==> src/rtl/serial_sub_pkg.sv <==
// Shared definitions for the bit-serial subtractor: FSM state encoding and
// the bit-counter width helper.
package serial_sub_pkg;

    // 2'd3 is unused and steers back to ST_IDLE on the next edge.
    typedef enum logic [1:0] {
        ST_IDLE = 2'd0,
        ST_RUN  = 2'd1,
        ST_DONE = 2'd2
    } state_e;

    function automatic int cnt_width(input int width);
        return (width > 2) ? $clog2(width) : 1;
    endfunction

endpackage

==> src/rtl/serial_subtractor_if.sv <==
// Operand/result handshake bundle for serial_subtractor. The ovf signal exists
// only when SERIAL_SUB_OVF_EN is defined.
interface serial_subtractor_if #(
    parameter int WIDTH = 8
);
    logic             in_valid;
    logic             in_ready;
    logic [WIDTH-1:0] a;
    logic [WIDTH-1:0] b;
    logic             out_valid;
    logic             out_ready;
    logic [WIDTH-1:0] diff;
    logic             borrow;
`ifdef SERIAL_SUB_OVF_EN
    logic             ovf;

    modport master (
        output in_valid, a, b, out_ready,
        input  in_ready, out_valid, diff, borrow, ovf
    );

    modport slave (
        input  in_valid, a, b, out_ready,
        output in_ready, out_valid, diff, borrow, ovf
    );
`else
    modport master (
        output in_valid, a, b, out_ready,
        input  in_ready, out_valid, diff, borrow
    );

    modport slave (
        input  in_valid, a, b, out_ready,
        output in_ready, out_valid, diff, borrow
    );
`endif

endinterface

==> src/rtl/serial_subtractor_full_subtractor.sv <==
// One-bit full subtractor cell: d = a - b - bin, with borrow out.
module full_subtractor (
    input  logic a_i,
    input  logic b_i,
    input  logic bin_i,
    output logic d_o,
    output logic bout_o
);

    assign d_o    = a_i ^ b_i ^ bin_i;
    assign bout_o = (~a_i & b_i) | (~(a_i ^ b_i) & bin_i);

endmodule

==> src/rtl/serial_subtractor.sv <==
// Bit-serial subtractor, LSB first, one full-subtractor cell plus a borrow flop.
// Define SERIAL_SUB_OVF_EN to add the registered signed-overflow output.
module serial_subtractor
    import serial_sub_pkg::*;
#(
    parameter int WIDTH = 8
) (
    input  logic                clk,
    input  logic                rst,
    serial_subtractor_if.slave  sub_if
);

    localparam int               CNT_W    = cnt_width(WIDTH);
    localparam logic [CNT_W-1:0] CNT_LAST = CNT_W'(WIDTH - 1);

    state_e           state_q, state_d;
    logic [WIDTH-1:0] a_sh_q, a_sh_d;
    logic [WIDTH-1:0] b_sh_q, b_sh_d;
    logic [WIDTH-1:0] diff_q, diff_d;
    logic [CNT_W-1:0] cnt_q, cnt_d;
    logic             bin_q, bin_d;
    logic             borrow_q, borrow_d;
    logic             d_bit, bout_bit;
`ifdef SERIAL_SUB_OVF_EN
    logic             ovf_q, ovf_d;
`endif

    full_subtractor u_fs (
        .a_i    (a_sh_q[0]),
        .b_i    (b_sh_q[0]),
        .bin_i  (bin_q),
        .d_o    (d_bit),
        .bout_o (bout_bit)
    );

    // NOTE: every register here uses <= so all flops sample the same pre-edge values.
    // NOTE: datapath registers are reset too, because diff/borrow must read 0 after reset.
    always_ff @(posedge clk or posedge rst) begin
        if (rst) begin
            state_q  <= ST_IDLE;
            a_sh_q   <= '0;
            b_sh_q   <= '0;
            diff_q   <= '0;
            cnt_q    <= '0;
            bin_q    <= 1'b0;
            borrow_q <= 1'b0;
`ifdef SERIAL_SUB_OVF_EN
            ovf_q    <= 1'b0;
`endif
        end else begin
            state_q  <= state_d;
            a_sh_q   <= a_sh_d;
            b_sh_q   <= b_sh_d;
            diff_q   <= diff_d;
            cnt_q    <= cnt_d;
            bin_q    <= bin_d;
            borrow_q <= borrow_d;
`ifdef SERIAL_SUB_OVF_EN
            ovf_q    <= ovf_d;
`endif
        end
    end

    // NOTE: every next-state value gets a default first, so no path infers a latch.
    always_comb begin
        state_d  = state_q;
        a_sh_d   = a_sh_q;
        b_sh_d   = b_sh_q;
        diff_d   = diff_q;
        cnt_d    = cnt_q;
        bin_d    = bin_q;
        borrow_d = borrow_q;
`ifdef SERIAL_SUB_OVF_EN
        ovf_d    = ovf_q;
`endif
        case (state_q)
            ST_IDLE: begin
                if (sub_if.in_valid) begin
                    a_sh_d  = sub_if.a;
                    b_sh_d  = sub_if.b;
                    bin_d   = 1'b0;
                    cnt_d   = '0;
                    state_d = ST_RUN;
                end
            end
            ST_RUN: begin
                // a_sh doubles as the result register: difference bits enter at the MSB.
                a_sh_d = {d_bit, a_sh_q[WIDTH-1:1]};
                b_sh_d = {1'b0, b_sh_q[WIDTH-1:1]};
                bin_d  = bout_bit;
                if (cnt_q == CNT_LAST) begin
                    state_d  = ST_DONE;
                    diff_d   = a_sh_d;
                    borrow_d = bout_bit;
`ifdef SERIAL_SUB_OVF_EN
                    // On the last bit a_sh_q[0]/b_sh_q[0] are the loaded operand MSBs.
                    ovf_d    = (a_sh_q[0] != b_sh_q[0]) && (d_bit != a_sh_q[0]);
`endif
                end else begin
                    cnt_d = cnt_q + 1'b1;
                end
            end
            ST_DONE: begin
                if (sub_if.out_ready) begin
                    state_d = ST_IDLE;
                end
            end
            default: begin
                state_d = ST_IDLE;
            end
        endcase
    end

    assign sub_if.in_ready  = (state_q == ST_IDLE);
    assign sub_if.out_valid = (state_q == ST_DONE);
    assign sub_if.diff      = diff_q;
    assign sub_if.borrow    = borrow_q;
`ifdef SERIAL_SUB_OVF_EN
    assign sub_if.ovf       = ovf_q;
`endif

endmodule

==> src/flat_wrapper.sv <==
// flat-port wrapper written by rule: the top's interface ports become plain ports
module serial_subtractor_flat import serial_sub_pkg::*;
#(
    parameter int WIDTH = 8
)
  (clk, rst, sub_if_in_valid, sub_if_a, sub_if_b, sub_if_out_ready, sub_if_in_ready, sub_if_out_valid, sub_if_diff, sub_if_borrow);
  serial_subtractor_if #(.WIDTH(WIDTH)) sub_if_i ();
  input  logic clk;
  input  logic rst;
  input wire logic [$bits(sub_if_i.in_valid)-1:0] sub_if_in_valid;
  input wire logic [$bits(sub_if_i.a)-1:0] sub_if_a;
  input wire logic [$bits(sub_if_i.b)-1:0] sub_if_b;
  input wire logic [$bits(sub_if_i.out_ready)-1:0] sub_if_out_ready;
  output wire logic [$bits(sub_if_i.in_ready)-1:0] sub_if_in_ready;
  output wire logic [$bits(sub_if_i.out_valid)-1:0] sub_if_out_valid;
  output wire logic [$bits(sub_if_i.diff)-1:0] sub_if_diff;
  output wire logic [$bits(sub_if_i.borrow)-1:0] sub_if_borrow;
  assign sub_if_i.in_valid = sub_if_in_valid;
  assign sub_if_i.a = sub_if_a;
  assign sub_if_i.b = sub_if_b;
  assign sub_if_i.out_ready = sub_if_out_ready;
  assign sub_if_in_ready = sub_if_i.in_ready;
  assign sub_if_out_valid = sub_if_i.out_valid;
  assign sub_if_diff = sub_if_i.diff;
  assign sub_if_borrow = sub_if_i.borrow;
  serial_subtractor #(.WIDTH(WIDTH)) u_core (.clk(clk), .rst(rst), .sub_if(sub_if_i));
endmodule
==> config.mk <==
export PLATFORM = sky130hd
export DESIGN_NAME = serial_subtractor_flat
export DESIGN_NICKNAME = d
export VERILOG_FILES = /design/src/rtl/serial_sub_pkg.sv /design/src/rtl/serial_subtractor_if.sv /design/src/rtl/serial_subtractor_full_subtractor.sv /design/src/rtl/serial_subtractor.sv /design/src/flat_wrapper.sv
export SDC_FILE = /design/constraint.sdc
export NUM_CORES = 1
export LEC_CHECK = 0
export ABC_AREA = 1
export ABC_CLOCK_PERIOD_IN_PS = 2450
export BUFFER_PORTS_ARGS = -buffer_cell sky130_fd_sc_hd__buf_4
export CORE_ASPECT_RATIO = 0.75
export CORE_MARGIN = 4
export CORE_UTILIZATION = 55
export CTS_CLUSTER_DIAMETER = 50
export DETAILED_ROUTE_END_ITERATION = 10
export GPL_TIMING_DRIVEN = 0
export PLACE_DENSITY = 0.8
export SYNTH_ARGS = -nofsm -noshare
export SYNTH_HDL_FRONTEND = slang
export SYNTH_SLANG_ARGS = --single-unit
==> constraint.sdc <==
create_clock -name clk -period 2.45 [get_ports clk]
set_input_delay 0.49 -clock clk [delete_from_list [all_inputs] [get_ports clk]]
set_output_delay 0.49 -clock clk [all_outputs]
set_load 0.05 [all_outputs]
Yosys cells after proc, flatten, opt, wreduce, memory -nomap -nowiden

Index checks and enable logic that the tools add are counted.

Add/subtract/negate cells: 1
Eq/ne operators: 7
Muxes and demuxes: 13
Bitwise logic cells: 7
Reduce and logical (&&, ||, !) cells: 6

Operators by type and width:

| kind                                                            | count |
|---|---|
| 8-bit one-hot mux with 2 select lines                           | 2 |
| 8-bit two-way mux                                               | 2 |
| 2-bit two-way mux                                               | 3 |
| 3-bit two-way mux                                               | 2 |
| 2-bit != test, second input constant                            | 3 |
| 2-bit one-hot mux with 3 select lines                           | 1 |
| 3-bit one-hot mux with 2 select lines                           | 1 |
| 3-bit AND reduction                                             | 2 |
| 2-bit AND reduction                                             | 2 |
| 3-bit by 1-bit adder with 3-bit output, second input constant   | 1 |
| 3-bit == test, second input constant                            | 1 |
| 1-bit bitwise AND                                               | 2 |
| 2-bit by 1-bit == test with 1-bit output, second input constant | 1 |
| 2-bit == test, second input constant                            | 1 |
| 2-bit zero test                                                 | 1 |
| 2-bit by 1-bit != test with 1-bit output, second input constant | 1 |
| 1-bit inverter                                                  | 2 |
| 1-bit one-hot mux with 2 select lines                           | 1 |
| 2-bit nonzero test                                              | 1 |
| 1-bit bitwise XOR                                               | 2 |
| 1-bit two-way mux                                               | 1 |
| 1-bit bitwise OR                                                | 1 |

Register bits: 31
Input bits: 20
Logic and storage cells: 41

Logic depth before layout (Yosys ltp)

Depth in word-level cells: 5
Mapped depth: 7

By module

From an unflattened synthesis, not the netlist that was laid out.

Cells, all modules: 193
Area total of the unflattened synthesis: 1,502.7 µm²

By module, submodules not included:

| module            | times used | cells an instance | area each (µm²) | sequential area each (µm²) |
|---|---|---|---|---|
| serial_subtractor | 1          | 189               | 1,471.4         | 775.7 |
| full_subtractor   | 1          | 4                 | 31.3            | 0.0 |

Worst setup path before layout

OpenSTA, ideal clock, no wires.

Path kind: flip-flop to flip-flop
From: register u_core.state_q[0]
To: register u_core.cnt_q[0]
Setup time: 0.119 ns
Arrival time: 1.725 ns
Required time: 2.331 ns
Path slack: 0.606 ns
Cell stages (with the launch flop): 6
Cells stage by stage: dfrtp_1 buf_2 nor2_1 nand2_1 nand3_1 nand2_1

Cells in the longest elaborated chain, start to end: 3
Elaborated cells on any way between the ends: 7
Classes of those cells: eq/ne (3); mux (1); reduce/logical (3)

Ends and longest elaborated chain:

| item                                                                 | RTL line                | RTL |
|---|---|---|
| start: declaration                                                   | serial_subtractor.sv:16 | `state_e state_q, state_d;` |
| start signal: assignment                                             | serial_subtractor.sv:51 | `state_q <= state_d;` |
| 2-bit zero test *                                                    | -                       |  |
| named net sub_if_in_ready                                            | flat_wrapper.sv:14      | `output wire logic [$bits(sub_if_i.in_ready)-1:0] sub_if_in_ready;` |
| 2-bit != test (no line) / 2-bit nonzero test (equally long branches) | -                       |  |
| 3-bit AND reduction (no line)                                        | -                       |  |
| end signal: assignment                                               | serial_subtractor.sv:55 | `cnt_q <= cnt_d;` |
| end: declaration                                                     | serial_subtractor.sv:20 | `logic [CNT_W-1:0] cnt_q, cnt_d;` |

The timed path passes the listed nets; every way through them passes the cells marked *.
A chain may end at the register's enable or synchronous reset.

Worst setup path after layout

From: register u_core.state_q[1]
To: output sub_if_out_valid

Cells in the longest elaborated chain, start to end: 1

Ends and longest elaborated chain:

| item             | RTL line                 | RTL |
|---|---|---|
| 2-bit == test    | serial_subtractor.sv:115 | `assign sub_if.out_valid = (state_q == ST_DONE);` |
| end: declaration | flat_wrapper.sv:15       | `output wire logic [$bits(sub_if_i.out_valid)-1:0] sub_if_out_valid;` |

Every way passes these cells.

==> impl_metrics.py <==
metrics = {
    "power_and_ir_drop": {
        "ir_drop_mv": 0.7349,
        "power-per-cell-area_nw_per_um2": 1387,
        "power.internal_mw": 1.430,
        "p_leak_nw": 1.090,
        "p_sw_mw": 1.220,
        "power_frac_seq_pct": 34.3,
        "pwr-share-comb_pct": 48.8,
        "switching_share_pct": 46.04,
        "clkPwrFrac_pct": 16.9,
    },
    "drt": {
        "drt_iter0_markers": 105,
        "postRouteAntennaNets": 0,
        "via_count": 1405,
        "wl_per_cell_um": 13.86,
        "drt_wl_total_um": 3714,
        "first_pass_iters": 4,
        "drc": 0,
        "vias_per_cell": 5.243,
    },
    "critical_path": {
        "required_ns": 1.96,
        "worstPathArrival_ns": 1.55,
        "crit_chain": "inv_1 -> buf_6 -> buf_2 -> nor2_2 -> buf_4",
        "cp_max_fo": 10,
        "cp_slowest_cell": "dfrtp_1",
        "crit_path_end_kind": "output port",
        "critical_path.max_stage_delay_ns": 0.44,
        "path_class": "reg -> out",
        "start_kind": "flip-flop",
    },
    "grt": {
        "grt_max_degree": 32,
        "grt_pass1_vias": 1363,
        "grt_overflow": 0,
        "grt_pass1_wl_um": 6258,
        "antenna_found_initial": 0,
        "track_usage_pct": 23.80,
    },
    "clocking": {
        "clk_pin_slew_worst_paths_ns": 0.07,
        "post-cts-setup-buffers": 0,
        "cts.path.max_buffers": 2,
        "cts_hold_buf": 0,
        "clock-root-buffer": "clkbuf_8",
        "clock_latency_ns": 0.29,
        "cts_resized": 0,
        "tritoncts": "yes",
        "htreeDepth": 2,
        "cts.sinks": 31,
        "cts_buffers": 5,
    },
    "synthesis": {
        "avgSynthCellArea_um2": 7.818,
        "syn_nets": 216,
        "synth_area_um2": 1509,
        "synthDistinctLibCells": 18,
        "yosys_warnings": 0,
        "yosys_register_bits": 31,
        "ys_seq_area_share_pct": 51.41,
        "synthCells": 193,
    },
    "placement": {
        "dp_worst_setup_slack_ns": 0.7291,
        "place_congestion": 0.8284,
        "dp_hpwl_um": 2566,
        "portBuffers": 30,
    },
    "run_status": {
        "outcome": "finished clean",
    },
    "timing": {
        "finalClockSkew_ns": 0.009763,
        "setup-violations-final": 0,
        "worstMarginPinSlew_ns": 0.6011,
        "finalMaxSlewViolations": 0,
        "timing.fmax_mhz": 489.3,
        "min_period_over_period_pct": 83.41,
        "period_needed_ns": 2.044,
        "fin_tns_setup_ns": 0,
        "slew_headroom_pct": 59.88,
        "rsz0062_at_grt": "no",
        "final_hold_viol_count": 0,
        "setup_ws_ns": 0.4063,
    },
    "job": {
        "drv_cap": 0,
    },
    "die": {
        "die_w_um": 68.48,
        "initial_utilization_pct": 57.54,
        "core-area_um2": 2623,
        "dieArea_um2": 3654,
        "die_h_um": 53.36,
        "ioPinCount": 31,
        "fp-row-count": 16,
    },
    "finish": {
        "antenna_cells": 0,
        "syn_to_final_growth_pct": 26.62,
        "n_fill_cell": 209,
        "finalNetCount": 254,
        "drive_above_1_share_pct": 22.41,
    },
    "hold_path": {
        "holdCritPathClass": "in -> async",
    },
}
## state kept, by name, summed over array words and instances (netlist names)
| signal | cells |
|---|---|
| u_core.state_q | 2 |
| u_core.sub_if.borrow | 1 |
| u_core.bin_q | 1 |
| u_core.b_sh_q | 8 |
| u_core.a_sh_q | 8 |
| u_core.sub_if.diff | 8 |
| u_core.cnt_q | 3 |
## cell type report
class | count | area, um^2 | area share [%]
Tap cell | 36 | 45.04 | 2.358
Clock buffer | 7 | 96.34 | 5.043
Multi-Input combinational cell | 144 | 644.4 | 33.73
Timing Repair Buffer | 31 | 252.7 | 13.23
Inverter | 9 | 33.78 | 1.768
Buffer | 9 | 55.05 | 2.881
Clock inverter | 1 | 7.507 | 0.3929
Sequential cell | 31 | 775.7 | 40.60
## routing by layer
metal | wire length (um) | up-vias | track usage, %
li1 | - | 685 | -
met1 | 1557 | 664 | 29.26
met2 | 1862 | 49 | 39.94
met4 | 48 | 0 | 6.601
met3 | 246 | 7 | 7.431
met5 | 0 | - | 0
## cell families after synthesis
group	synth area share [%]
AO/OA/AOI/OAI	1.990
adder cells (fa/ha/maj)	2.985
buffers and inverters	5.886
flip-flops	51.41
AND/OR/NAND/NOR	37.73
## power groups by stage
stage | Clock [mW] | Sequential [mW] | Combinational [mW]
after global placement | 0 | 0.889 | 1.21
after floorplan | 0 | 1.07 | 0.743
final | 0.448 | 0.908 | 1.29
after global routing | 0.473 | 0.928 | 1.45
after detailed placement | 0 | 0.907 | 1.27
after CTS | 0.449 | 0.901 | 1.28
## layout by cell type, fill, tap and decap left out, drive strengths merged
cell type and n:
buf 39, clkbuf 8, clkinvlp 1, dfrtp 31, fa 1, ha 2
inv 9, nand2 105, nand3 27, nand4 3, nor2 3, o21ai 3
## metrics by stage
step | instances | hold slack [ns] | utilization (%) | total power, mW | instance area (um^2)
2_1_floorplan | 193 | 0.4425 | - | 1.808 | 1509
3_3_place_gp | 259 | 0.4565 | 67.84 | 2.100 | 1779
3_5_place_dp | 259 | 0.4595 | 67.84 | 2.175 | 1779
4_1_cts | 267 | 0.4405 | 71.80 | 2.631 | 1883
5_1_grt | 268 | 0.3195 | 72.85 | 2.850 | 1911
6_report | 268 | 0.2704 | 72.85 | 2.650 | 1911
## Yosys cell counts, drive strengths merged
cell    instances  share of area, %
inv             9               2.2
o21ai           3               2.0
dfrtp          31                51
clkbuf          1              0.25
fa              1               1.3
nand4           3               1.2
nor2            3               1.4
buf             8               3.4
nand3          27               9.0
nand2         105                26
ha              2               1.7
## final timing paths
| path | slack (ns) | depth (start not counted) | endpoint | startpoint |
|---|---|---|---|---|
| max reg2reg | 0.84 | 7 | u_core.sub_if.diff[7] | u_core.cnt_q[0] |
| min | 0.27 | 2 | u_core.sub_if.diff[4] | rst |
| max | 0.41 | 5 | sub_if_out_valid | u_core.state_q[1] |
| min in group clk | 0.44 | 4 | u_core.state_q[1] | sub_if_out_ready |
| min reg2reg | 0.47 | 2 | u_core.sub_if.diff[0] | u_core.sub_if.diff[0] |
| max in group asynchronous | 1.68 | 3 | u_core.a_sh_q[4] | rst |
## worst max-delay path: cells and delay by family, from the launching register on
kind	cells	cell delay (ns)
buffers and inverters	4	0.76
flip-flops	1	0.44
AND/OR/NAND/NOR	1	0.06
No activity file was read; power rests on OpenSTA's default activity.
